`src/rtl/exc_commit_ctrl_pkg.sv`:
```
// Shared types for the WB exception/flush controller.
// Exception codes, ADEF subcode, FSM states, badvaddr select, flag bundle.
package exc_commit_ctrl_pkg;

  localparam logic [5:0] ECODE_INT = 6'h00;
  localparam logic [5:0] ECODE_ADE = 6'h08;
  localparam logic [5:0] ECODE_ALE = 6'h09;
  localparam logic [5:0] ECODE_SYS = 6'h0B;
  localparam logic [5:0] ECODE_BRK = 6'h0C;
  localparam logic [5:0] ECODE_INE = 6'h0D;

  localparam logic [8:0] ESUB_ADEF = 9'd0;

  typedef enum logic {
    ST_IDLE,
    ST_REDIR
  } state_e;

  typedef enum logic [1:0] {
    BADV_NONE,
    BADV_PC,
    BADV_VADDR
  } badv_sel_e;

  typedef struct packed {
    logic adef;
    logic ine;
    logic sys;
    logic brk;
    logic ale;
  } exc_flags_t;

endpackage

```
`src/rtl/exc_commit_ctrl_if.sv`:
```
// Redirect handshake from WB controller toward IF.
// master: drives redir_valid/redir_pc, samples redir_ready.
interface exc_commit_ctrl_if #(
  parameter int PC_W = 32
);
  logic            redir_valid;
  logic            redir_ready;
  logic [PC_W-1:0] redir_pc;

  modport master (
    output redir_valid,
    output redir_pc,
    input  redir_ready
  );

  modport slave (
    input  redir_valid,
    input  redir_pc,
    output redir_ready
  );
endinterface

```
`src/rtl/exc_commit_ctrl_prio_enc.sv`:
```
// Exception priority encoder: INT > ADEF > INE > SYS > BRK > ALE.
// In: valid-gated flags, take_int. Out: exc, ecode, esubcode, badv_sel.
module exc_commit_ctrl_prio_enc
  import exc_commit_ctrl_pkg::*;
(
  input  exc_flags_t flags,
  input  logic       take_int,
  output logic       exc,
  output logic [5:0] ecode,
  output logic [8:0] esubcode,
  output badv_sel_e  badv_sel
);

  always_comb begin
    exc      = 1'b0;
    ecode    = '0;
    esubcode = '0;
    badv_sel = BADV_NONE;
    priority case (1'b1)
      take_int: begin
        exc   = 1'b1;
        ecode = ECODE_INT;
      end
      flags.adef: begin
        exc      = 1'b1;
        ecode    = ECODE_ADE;
        esubcode = ESUB_ADEF;
        badv_sel = BADV_PC;
      end
      flags.ine: begin
        exc   = 1'b1;
        ecode = ECODE_INE;
      end
      flags.sys: begin
        exc   = 1'b1;
        ecode = ECODE_SYS;
      end
      flags.brk: begin
        exc   = 1'b1;
        ecode = ECODE_BRK;
      end
      flags.ale: begin
        exc      = 1'b1;
        ecode    = ECODE_ALE;
        badv_sel = BADV_VADDR;
      end
      default: ;
    endcase
  end

endmodule

```
`src/rtl/exc_commit_ctrl.sv`:
```
// WB-stage exception/ERTN commit, pipeline flush and IF redirect.
// Ports: WB flags/pc/vaddr, CSR int/entry/exit in; CSR pulses, flush, redir if.
module exc_commit_ctrl
  import exc_commit_ctrl_pkg::*;
#(
  parameter int HOLDOFF_CYC = 1,
  parameter int PC_W        = 32
) (
  input  logic            clk,
  input  logic            resetn,
  input  logic            wb_valid,
  input  logic [PC_W-1:0] wb_pc,
  input  logic            wb_exc_adef,
  input  logic            wb_exc_ine,
  input  logic            wb_exc_sys,
  input  logic            wb_exc_brk,
  input  logic            wb_exc_ale,
  input  logic [PC_W-1:0] wb_vaddr,
  input  logic            wb_is_ertn,
  input  logic            csr_has_int,
  input  logic [PC_W-1:0] ex_entry,
  input  logic [PC_W-1:0] ex_exit,
  output logic            wb_ex,
  output logic [5:0]      wb_ecode,
  output logic [8:0]      wb_esubcode,
  output logic [PC_W-1:0] wb_badvaddr,
  output logic            ertn_flush,
  output logic            flush,
  output logic            wb_commit_kill,
  exc_commit_ctrl_if.master redir
);

  localparam int HW =
    (HOLDOFF_CYC < 1) ? 1 : $clog2(HOLDOFF_CYC + 1);

  state_e          state_q, state_d;
  logic            kind_ertn_q, kind_ertn_d;
  logic [PC_W-1:0] redir_pc_q, redir_pc_d;
  logic [HW-1:0]   hold_cnt_q, hold_cnt_d;

  logic       ev;
  logic       take_int;
  logic       exc;
  logic       ertn;
  logic [5:0] ecode;
  logic [8:0] esub;
  exc_flags_t flags;
  badv_sel_e  badv_sel;

  assign ev       = wb_valid & (state_q == ST_IDLE);
  assign take_int = ev & csr_has_int & (hold_cnt_q == '0);

  always_comb begin
    flags = '0;
    if (ev) begin
      flags.adef = wb_exc_adef;
      flags.ine  = wb_exc_ine;
      flags.sys  = wb_exc_sys;
      flags.brk  = wb_exc_brk;
      flags.ale  = wb_exc_ale;
    end
  end

  exc_commit_ctrl_prio_enc u_prio (
    .flags    (flags),
    .take_int (take_int),
    .exc      (exc),
    .ecode    (ecode),
    .esubcode (esub),
    .badv_sel (badv_sel)
  );

  // exception beats ERTN on the same instruction
  assign ertn = ev & wb_is_ertn & ~exc;

  always_comb begin
    wb_badvaddr = '0;
    unique case (badv_sel)
      BADV_PC:    wb_badvaddr = wb_pc;
      BADV_VADDR: wb_badvaddr = wb_vaddr;
      default:    wb_badvaddr = '0;
    endcase
  end

  assign wb_ex          = exc;
  assign wb_ecode       = ecode;
  assign wb_esubcode    = esub;
  assign ertn_flush     = ertn;
  assign wb_commit_kill = exc;
  assign flush          = exc | ertn | (state_q == ST_REDIR);
  assign redir.redir_valid = (state_q == ST_REDIR);
  assign redir.redir_pc    = redir_pc_q;

  always_comb begin
    state_d     = state_q;
    kind_ertn_d = kind_ertn_q;
    redir_pc_d  = redir_pc_q;
    hold_cnt_d  = hold_cnt_q;
    unique case (state_q)
      ST_IDLE: begin
        if (hold_cnt_q != '0) hold_cnt_d = hold_cnt_q - HW'(1);
        // target sampled before the CSR file updates at this edge
        if (exc | ertn) begin
          redir_pc_d  = exc ? ex_entry : ex_exit;
          kind_ertn_d = ertn;
          state_d     = ST_REDIR;
        end
      end
      ST_REDIR: begin
        if (redir.redir_ready) begin
          state_d = ST_IDLE;
          if (kind_ertn_q) hold_cnt_d = HW'(HOLDOFF_CYC);
        end
      end
      default: state_d = ST_IDLE;
    endcase
  end

  always_ff @(posedge clk or negedge resetn) begin
    if (!resetn) begin
      state_q     <= ST_IDLE;
      kind_ertn_q <= 1'b0;
      redir_pc_q  <= '0;
      hold_cnt_q  <= '0;
    end else begin
      state_q     <= state_d;
      kind_ertn_q <= kind_ertn_d;
      redir_pc_q  <= redir_pc_d;
      hold_cnt_q  <= hold_cnt_d;
    end
  end

endmodule

```
`src/flat_wrapper.sv`:
```
// flat-port wrapper written by rule: the top's interface ports become plain ports
module exc_commit_ctrl_flat import exc_commit_ctrl_pkg::*;
#(
  parameter int HOLDOFF_CYC = 1,
  parameter int PC_W        = 32
)
  (clk, resetn, wb_valid, wb_pc, wb_exc_adef, wb_exc_ine, wb_exc_sys, wb_exc_brk, wb_exc_ale, wb_vaddr, wb_is_ertn, csr_has_int, ex_entry, ex_exit, wb_ex, wb_ecode, wb_esubcode, wb_badvaddr, ertn_flush, flush, wb_commit_kill, redir_redir_valid, redir_redir_pc, redir_redir_ready);
  exc_commit_ctrl_if #(.PC_W(PC_W)) redir_i ();
  input  logic clk;
  input  logic resetn;
  input  logic wb_valid;
  input  logic [PC_W-1:0] wb_pc;
  input  logic wb_exc_adef;
  input  logic wb_exc_ine;
  input  logic wb_exc_sys;
  input  logic wb_exc_brk;
  input  logic wb_exc_ale;
  input  logic [PC_W-1:0] wb_vaddr;
  input  logic wb_is_ertn;
  input  logic csr_has_int;
  input  logic [PC_W-1:0] ex_entry;
  input  logic [PC_W-1:0] ex_exit;
  output logic wb_ex;
  output logic [5:0] wb_ecode;
  output logic [8:0] wb_esubcode;
  output logic [PC_W-1:0] wb_badvaddr;
  output logic ertn_flush;
  output logic flush;
  output logic wb_commit_kill;
  output wire logic [$bits(redir_i.redir_valid)-1:0] redir_redir_valid;
  output wire logic [$bits(redir_i.redir_pc)-1:0] redir_redir_pc;
  input wire logic [$bits(redir_i.redir_ready)-1:0] redir_redir_ready;
  assign redir_redir_valid = redir_i.redir_valid;
  assign redir_redir_pc = redir_i.redir_pc;
  assign redir_i.redir_ready = redir_redir_ready;
  exc_commit_ctrl #(.HOLDOFF_CYC(HOLDOFF_CYC), .PC_W(PC_W)) u_core (.clk(clk), .resetn(resetn), .wb_valid(wb_valid), .wb_pc(wb_pc), .wb_exc_adef(wb_exc_adef), .wb_exc_ine(wb_exc_ine), .wb_exc_sys(wb_exc_sys), .wb_exc_brk(wb_exc_brk), .wb_exc_ale(wb_exc_ale), .wb_vaddr(wb_vaddr), .wb_is_ertn(wb_is_ertn), .csr_has_int(csr_has_int), .ex_entry(ex_entry), .ex_exit(ex_exit), .wb_ex(wb_ex), .wb_ecode(wb_ecode), .wb_esubcode(wb_esubcode), .wb_badvaddr(wb_badvaddr), .ertn_flush(ertn_flush), .flush(flush), .wb_commit_kill(wb_commit_kill), .redir(redir_i));
endmodule
```
`config.mk`:
```
export PLATFORM = sky130hd
export DESIGN_NAME = exc_commit_ctrl_flat
export DESIGN_NICKNAME = d
export VERILOG_FILES = /design/src/rtl/exc_commit_ctrl_pkg.sv /design/src/rtl/exc_commit_ctrl_if.sv /design/src/rtl/exc_commit_ctrl_prio_enc.sv /design/src/rtl/exc_commit_ctrl.sv /design/src/flat_wrapper.sv
export SDC_FILE = /design/constraint.sdc
export NUM_CORES = 1
export LEC_CHECK = 0
export ABC_AREA = 1
export BUFFER_PORTS_ARGS = -buffer_cell sky130_fd_sc_hd__clkbuf_2
export CELL_PAD_IN_SITES_DETAIL_PLACEMENT = 1
export CELL_PAD_IN_SITES_GLOBAL_PLACEMENT = 2
export CORE_ASPECT_RATIO = 0.7
export CORE_MARGIN = 5
export CORE_UTILIZATION = 17
export DETAILED_ROUTE_END_ITERATION = 6
export GPL_ROUTABILITY_DRIVEN = 0
export PLACE_DENSITY_LB_ADDON = 0.1
export RECOVER_POWER = 25
export SLEW_MARGIN = 10
export SYNTH_ARGS = -nofsm -noshare
export SYNTH_HDL_FRONTEND = slang
export SYNTH_HIERARCHICAL = 1
export SYNTH_SLANG_ARGS = --single-unit
```
`constraint.sdc`:
```
create_clock -name clk -period 2.4 [get_ports clk]
set_input_delay 0.12 -clock clk [delete_from_list [all_inputs] [get_ports clk]]
set_output_delay 0.12 -clock clk [all_outputs]
set_load 0.005 [all_outputs]
```
==> impl_results.md, run 1 <==
- Worst-path clk slew: 60 ps
- Design Area, Final: around 3900 µm²
- Leak pwr: ~2.3 nW
- Num CTS Buffers: 5
- R2R Path Start: u_core/redir.redir_valid
- CP Max Fanout: 32
- Drt pass-1 iters: 3
- Number of port buffers: 211
- RSZ-0062 raised after global routing: false
- PD cells: around 950 nW/µm²
- Grt total ovfl: 0
- Initial core utilization: 17.3%
- DP Wirelength: 9130 µm
- Final setup fails: 0
- Max-slew headroom: -34.4%
- Antenna diodes: 0
- Largest net degree at the start of global routing: 39
- Worst Hold Slack: 44.2 ps
- Yosys reg bits: 35
- Yosys warns: 6
- Clk root buf: clkbuf_16
- Clock sink total: 35
- Largest area contributor in the netlist: dfrtp_1
- Fin crit share: 91.6%
- Top-count cell post-synth: nand2_1
- Antenna Nets Post-Route: 0
- Outcome: complete, but fails checks
- Simple-gate share of the synthesized area: 45.1%
- Worst-Margin Slew: ~2000 ps
- CTS Buffer Depth: 2
- Tightest Hold Check Type: in -> reg
- CTS tree: done
- Critical Path Max Stage Delay: ~360 ps
- Nets: 750
- EDFF count, synth: 0
- Post-synthesis sequential area ratio: 34.5%
- Ranking of synthesized cells by area: dfrtp_1, nand2_1, a21oi_1, nand3_1, buf_4
- Peak VDD IR: about 0.00036 V
- Worst Setup Start Kind: flop
- Critical path endpoint category: output port
- Adder-cell share of the synthesized area: less than 1%
- DP Cell Count: 796
- Antenna violations before repair: 0
- Cell depth of the worst flop-to-flop path: 9
- Num rows: 37
- Cell Area, Synth: roughly 2500 µm²
- Met2 GRT Util: 22.6%
- WP data arrival: approximately 2100 ps
- Die width: roughly 160 µm
- Top cell type's share of synthesized area: approximately 34%
- Reg-to-Reg End: u_core/redir.redir_valid
- Die height: 112 µm
- CP required: approximately 2300 ps
- # fillers: 1896
- Footprint of the multi-input gates: 1430 µm²
- Total GRT Usage: 12.7%
- Failing checks: max-capacitance violations, max-slew violations
- Area Overhead vs Synth: 53.9%
- Die area: 17500 µm²
- M3 GR Usage: 3.70%
- Vias in the first global route: 3529
- Cells after synthesis: 411
- Slew Viols, Final: 36
- FMAX: ~0.45 GHz
- HP Start: redir_redir_ready
- Post-place instance area: about 3700 µm²
- Crit Path Category: reg -> out
- FF+latch area: 876 µm²
- Drt first-iter violations: 76
- Top_reg_cell synth: dfrtp_1
- R2R setup slack: 560 ps
- GR peak layer: met2
- Final Skew: 6.90 ps
- Maxcap violations: 1
- Non-Filler Instances: 805
- Hold path cells: 2
- Final hold vios: 0
- DR vias/cell: 4.01
- Final WL: 11600 µm
- Post-synthesis mux area share: 0%
- DR vias: 3228
- Syn avg cell area: between 6 and 7 µm²
- Slowest-stage cell, CP: dfrtp_1
- DR WL/cell: roughly 14 µm
- Top-Level Pins: 223
- First-pass GRT wire length: 18000 µm
- Cell breakdown of the critical path: inv_2 -> nand2_4 -> nor2_1 -> inv_1 -> nand2_1 -> nor3b_4 -> ha_2 -> buf_6 -> a21oi_1 -> clkbuf_2
- Layout cells sized above 1: 39.5%
- XOR/XNOR share of the synthesized area: 0%
- Synth Area in Compound Gates: ~7.1%
- Most frequent cells after synthesis: nand2_1, a21oi_1, dfrtp_1
- Worst Hold End: u_core/redir.redir_valid
- Async S/R FF share, synth: 100%
- H-tree lvl count: 2
- Remaining DRCs: 0
- Setup_tns: 0 ps
- Number of distinct library cells after synthesis: 22
- Core Area: between 10000 and 15000 µm²
- Largest family of logic cells by synthesized area: simple AND/OR/NAND/NOR gates
- Clk_lat worst skew: 280 ps
- Global-route track usage on met1: 15.4%
- Min Tclk post-route: 2200 ps
[where the power goes]
part           total (mW)  internal [mW]  switching [mW]
registers            1.03          0.875           0.152
clock network       0.634          0.383           0.251
logic                2.04          0.741            1.29
total                3.70           2.00            1.70
[worst max path at each step]
stage / start / to / slack [ps] / depth (start not counted)
floorplan: u_core/redir.redir_valid / wb_badvaddr[0] / 410 / 9
global route: u_core/redir.redir_valid / wb_badvaddr[30] / 10 / 12
detailed placement: u_core/redir.redir_valid / wb_badvaddr[15] / 340 / 10
finish: u_core/redir.redir_valid / wb_badvaddr[18] / 200 / 10
global placement: u_core/redir.redir_valid / wb_badvaddr[12] / 420 / 10
CTS: u_core/redir.redir_valid / wb_badvaddr[15] / 10 / 10
[final cells by class]
type                    instances  area share [%]
inverters                      16            1.60
flip-flops and latches         35            22.4
multi-input cells             332            36.5
clock buffers                   6            3.29
repair buffers                219            29.7
clock inverters                 2           0.320
well taps                     195            6.24
[logic make-up after synthesis]
| logic type | Yosys count |
|---|---|
| other | 1 |
| buffers and inverters | 54 |
| adder cells (fa/ha/maj) | 2 |
| AO/OA/AOI/OAI | 36 |
| AND/OR/NAND/NOR | 283 |
| flip-flops | 35 |
[flip-flops by register name, summed over array words and instances (netlist names)]
name	flops
u_core/hold_cnt_q	1
u_core/kind_ertn_q	1
u_core/redir.redir_pc	32
u_core/redir.redir_valid	1
[routing by layer]
| layer | share of wire (%) | vias to the layer above |
|---|---|---|
| li1 | - | 1645 |
| met1 | 42 | 1477 |
| met2 | 49 | 101 |
| met3 | 7.6 | 5 |
| met4 | 0.62 | 0 |
| met5 | 0 | - |
[cell usage in the layout (no fill, tap or decap), drive strengths merged]
master and count:
a21oi 35, buf 7, clkbuf 218, clkinv 1
clkinvlp 1, conb 11, dfrtp 35, ha 2
inv 16, nand2 234, nand3 35, nand4 2
nor2 10, nor3 1, nor3b 1, o21ai 1
[stage by stage]
step	power, mW	worst slack [ps]	utilization (%)
2_1_floorplan	2.34	412	-
3_3_place_gp	3.10	421	25.3
3_5_place_dp	3.13	342	25.3
4_1_cts	3.79	13.1	26.2
5_1_grt	4.13	14.2	26.7
6_report	3.70	201	26.7
[critical path, delay by kind of cell, from the launching register on]
kind                     cells  cell delay, ps
AO/OA/AOI/OAI                1             160
adder cells (fa/ha/maj)      1             300
buffers and inverters        4             470
flip-flops                   1             360
AND/OR/NAND/NOR              4             500
[repair_timing]
item | in CTS | in global routing
buffers inserted | 0 | 0
resized for setup | 0 | 11
hold buffers | 0 | 0
setup endpoints to repair | 0 | 33
endpoints found under the hold margin | 0 | 0
No activity file was read; power rests on OpenSTA's default activity.
==> run 2: changes to the inputs <==
--- a/config.mk
+++ b/config.mk
@@ -11,7 +11,7 @@
 export CELL_PAD_IN_SITES_GLOBAL_PLACEMENT = 2
 export CORE_ASPECT_RATIO = 0.7
 export CORE_MARGIN = 5
-export CORE_UTILIZATION = 17
+export CORE_UTILIZATION = 15
 export DETAILED_ROUTE_END_ITERATION = 6
 export GPL_ROUTABILITY_DRIVEN = 0
 export PLACE_DENSITY_LB_ADDON = 0.1
==> constraint.sdc (replaced) <==
create_clock -name clk -period 2 [get_ports clk]
set_input_delay 0.1 -clock clk [delete_from_list [all_inputs] [get_ports clk]]
set_output_delay 0.1 -clock clk [all_outputs]
set_load 0.005 [all_outputs]
==> run 2 against run 1 <==
  * The flow finishes with violations (negative setup slack)
  * Die area is 12% higher
  * Cell count increased by 6.2%
  * Largest power group unchanged
  * Sequential cell count did not move
  * Largest cell class unchanged
  * First-iteration DRC count up 37%
==> impl_results.md, run 2 (synthesized netlist as in run 1, its figures left out) <==
- Top Layer Used: met4
- Met3 wire length: 1140 µm
- Leak pwr: 2.44 nW
- Worst path bufs/invs: 4
- Commonest non-fill, non-tap cells in the layout: nand2_1, clkbuf_2, dfrtp_1, nand3_1, a21oi_2
- Metal-1 WL: ~5000 µm
- Slew Viols, Final: 0
- Grt total ovfl: 0
- Cell depth of the worst flop-to-flop path: 11
- Footprint of the multi-input gates: 1590 µm²
- Maxcap violations: 0
- Critical path endpoint category: output port
- Min Tclk post-route: between 2000 and 2500 ps
- Number of flip-flops in the largest register: 32
- Final hold vios: 0
- Antenna diodes: 0
- Cell breakdown of the critical path: inv_2 -> nand2_4 -> nor2_4 -> nand2_2 -> nor3b_4 -> buf_4 -> ha_4 -> buf_8 -> nand2_1 -> a21oi_2 -> clkbuf_2
- Max-slew headroom: 35.4%
- Failing checks: negative setup slack
- Fin util: 26.4%
- Antenna violations before repair: 0
- Total power: roughly 4.9 mW
- Core Area: 16500 µm²
- R2R Path Start: u_core/redir.redir_valid
- Initial core utilization: 15.4%
- Layout cells sized above 1: 48.1%
- Clk_lat worst skew: between 200 and 300 ps
- Outcome: complete, but fails checks
- CP Max Fanout: 8
- Vias in the first global route: 3781
- Largest net degree at the start of global routing: 39
- Drt first-iter violations: 104
- Top-Level Pins: 223
- HP Start: redir_redir_ready
- Critical path's top delay family: simple AND/OR/NAND/NOR gates
- Total GRT Usage: 12.3%
- Most common cell after layout, fill and taps aside: nand2_1
- DP Wirelength: 9730 µm
- Antenna Nets Post-Route: 0
- Hold path cells: 2
- Remaining DRCs: 0
- Fin worst setup slack: -187 ps
- Wire length on met2: roughly 6400 µm
- Worst-path clk slew: around 60 ps
- Die area: 19700 µm²
- DR vias: about 3400
- Die width: about 170 µm
- Final Skew: 6.49 ps
- Crit Path Category: reg -> out
- Worst-Margin Slew: 969 ps
- Drt pass-1 iters: 5
- Critical Path Max Stage Delay: 380 ps
- Reg-to-Reg End: u_core/redir.redir_valid
- Area Overhead vs Synth: 71.6%
- Final setup fails: 32
- FF+latch area: 876 µm²
- WP data arrival: 2090 ps
- Worst Hold End: u_core/redir.redir_valid
- DR vias/cell: 3.96
- Clk root buf: clkbuf_16
- Worst Setup Start Kind: flop
- Die height: 119 µm
- Num rows: 39
- CP required: 1900 ps
- First-pass GRT wire length: 19500 µm
- Nets: ~770
- # fillers: around 2100
- Clock sink total: 35
- R2R setup slack: ~170 ps
- Slowest-stage cell, CP: dfrtp_1
- RSZ-0062 raised after global routing: true
- DR WL/cell: 14.9 µm
- H-tree lvl count: 2
- Fin crit share: 109%
- Number of port buffers: 211
- Final WL: 12700 µm
- CTS Buffer Depth: 2
- PD cells: 1130 nW/µm²
- CTS tree: done
- Num CTS Buffers: 5
- FMAX: about 0.46 GHz
- Peak VDD IR: about 0.00044 V
- Tightest Hold Check Type: in -> reg
==> run 2: changes by cell type in the layout (fill, tap and decap cells not counted), sizes merged <==
cell         change
buf             +38
clkinv           +1
clkbuf          -19
clkinvlp         -1
dlygate4sd3      +1
==> run 2: what timing repair did <==
action	in CTS	in global routing
endpoints found under the hold margin	35	0
endpoints found under the setup margin	38	68
gates cloned	3	1
resized for setup	40	48
setup buffers	11	3
pin swaps	6	8
hold buffers	1	0
==> run 2: worst max path at each step <==
stage	slack (ps)	end	startpoint	cells past startpoint
after floorplan	30	wb_badvaddr[0]	u_core/redir.redir_valid	9
after global placement	30	wb_badvaddr[13]	u_core/redir.redir_valid	10
after detailed placement	-20	wb_badvaddr[13]	u_core/redir.redir_valid	10
after CTS	-190	wb_badvaddr[5]	u_core/redir.redir_valid	12
after global routing	-310	wb_badvaddr[5]	u_core/redir.redir_valid	13
final	-190	wb_badvaddr[5]	u_core/redir.redir_valid	11
==> run 2: per-layer routing <==
metal | vias to the layer above | track usage, %
met4 | 0 | 2.42
met3 | 8 | 4.63
met1 | 1580 | 14.1
met2 | 102 | 21.9
met5 | - | 0
li1 | 1692 | -
==> run 2: through the flow <==
step	TNS (ps)	cells	worst slack (ps)	instance area, µm²	hold slack [ps]
2_1_floorplan	0	421	31.6	2580	-196
3_3_place_gp	0	832	32.7	3840	188
3_5_place_dp	-88.3	832	-21.8	3840	199
4_1_cts	-5690	854	-194	4300	7.32
5_1_grt	-9170	855	-310	4360	9.54
6_report	-4900	855	-187	4360	19.8
==> run 2: final cells by class <==
| cell class | instances | area share [%] |
|---|---|---|
| multi-input cells | 332 | 36.5 |
| repair buffers | 240 | 32.4 |
| flip-flops and latches | 35 | 20.1 |
| well taps | 225 | 6.46 |
| clock buffers | 5 | 2.87 |
| inverters | 16 | 1.43 |
| clock inverters | 2 | 0.316 |
==> run 2: power breakdown <==
part           switching (mW)  internal (mW)  total [mW]  leakage [nW]
combinational            1.76           1.21        2.97          1.93
sequential              0.169           1.05        1.22         0.439
clock                   0.294          0.454       0.748        0.0696
total                    2.22           2.71        4.93          2.44
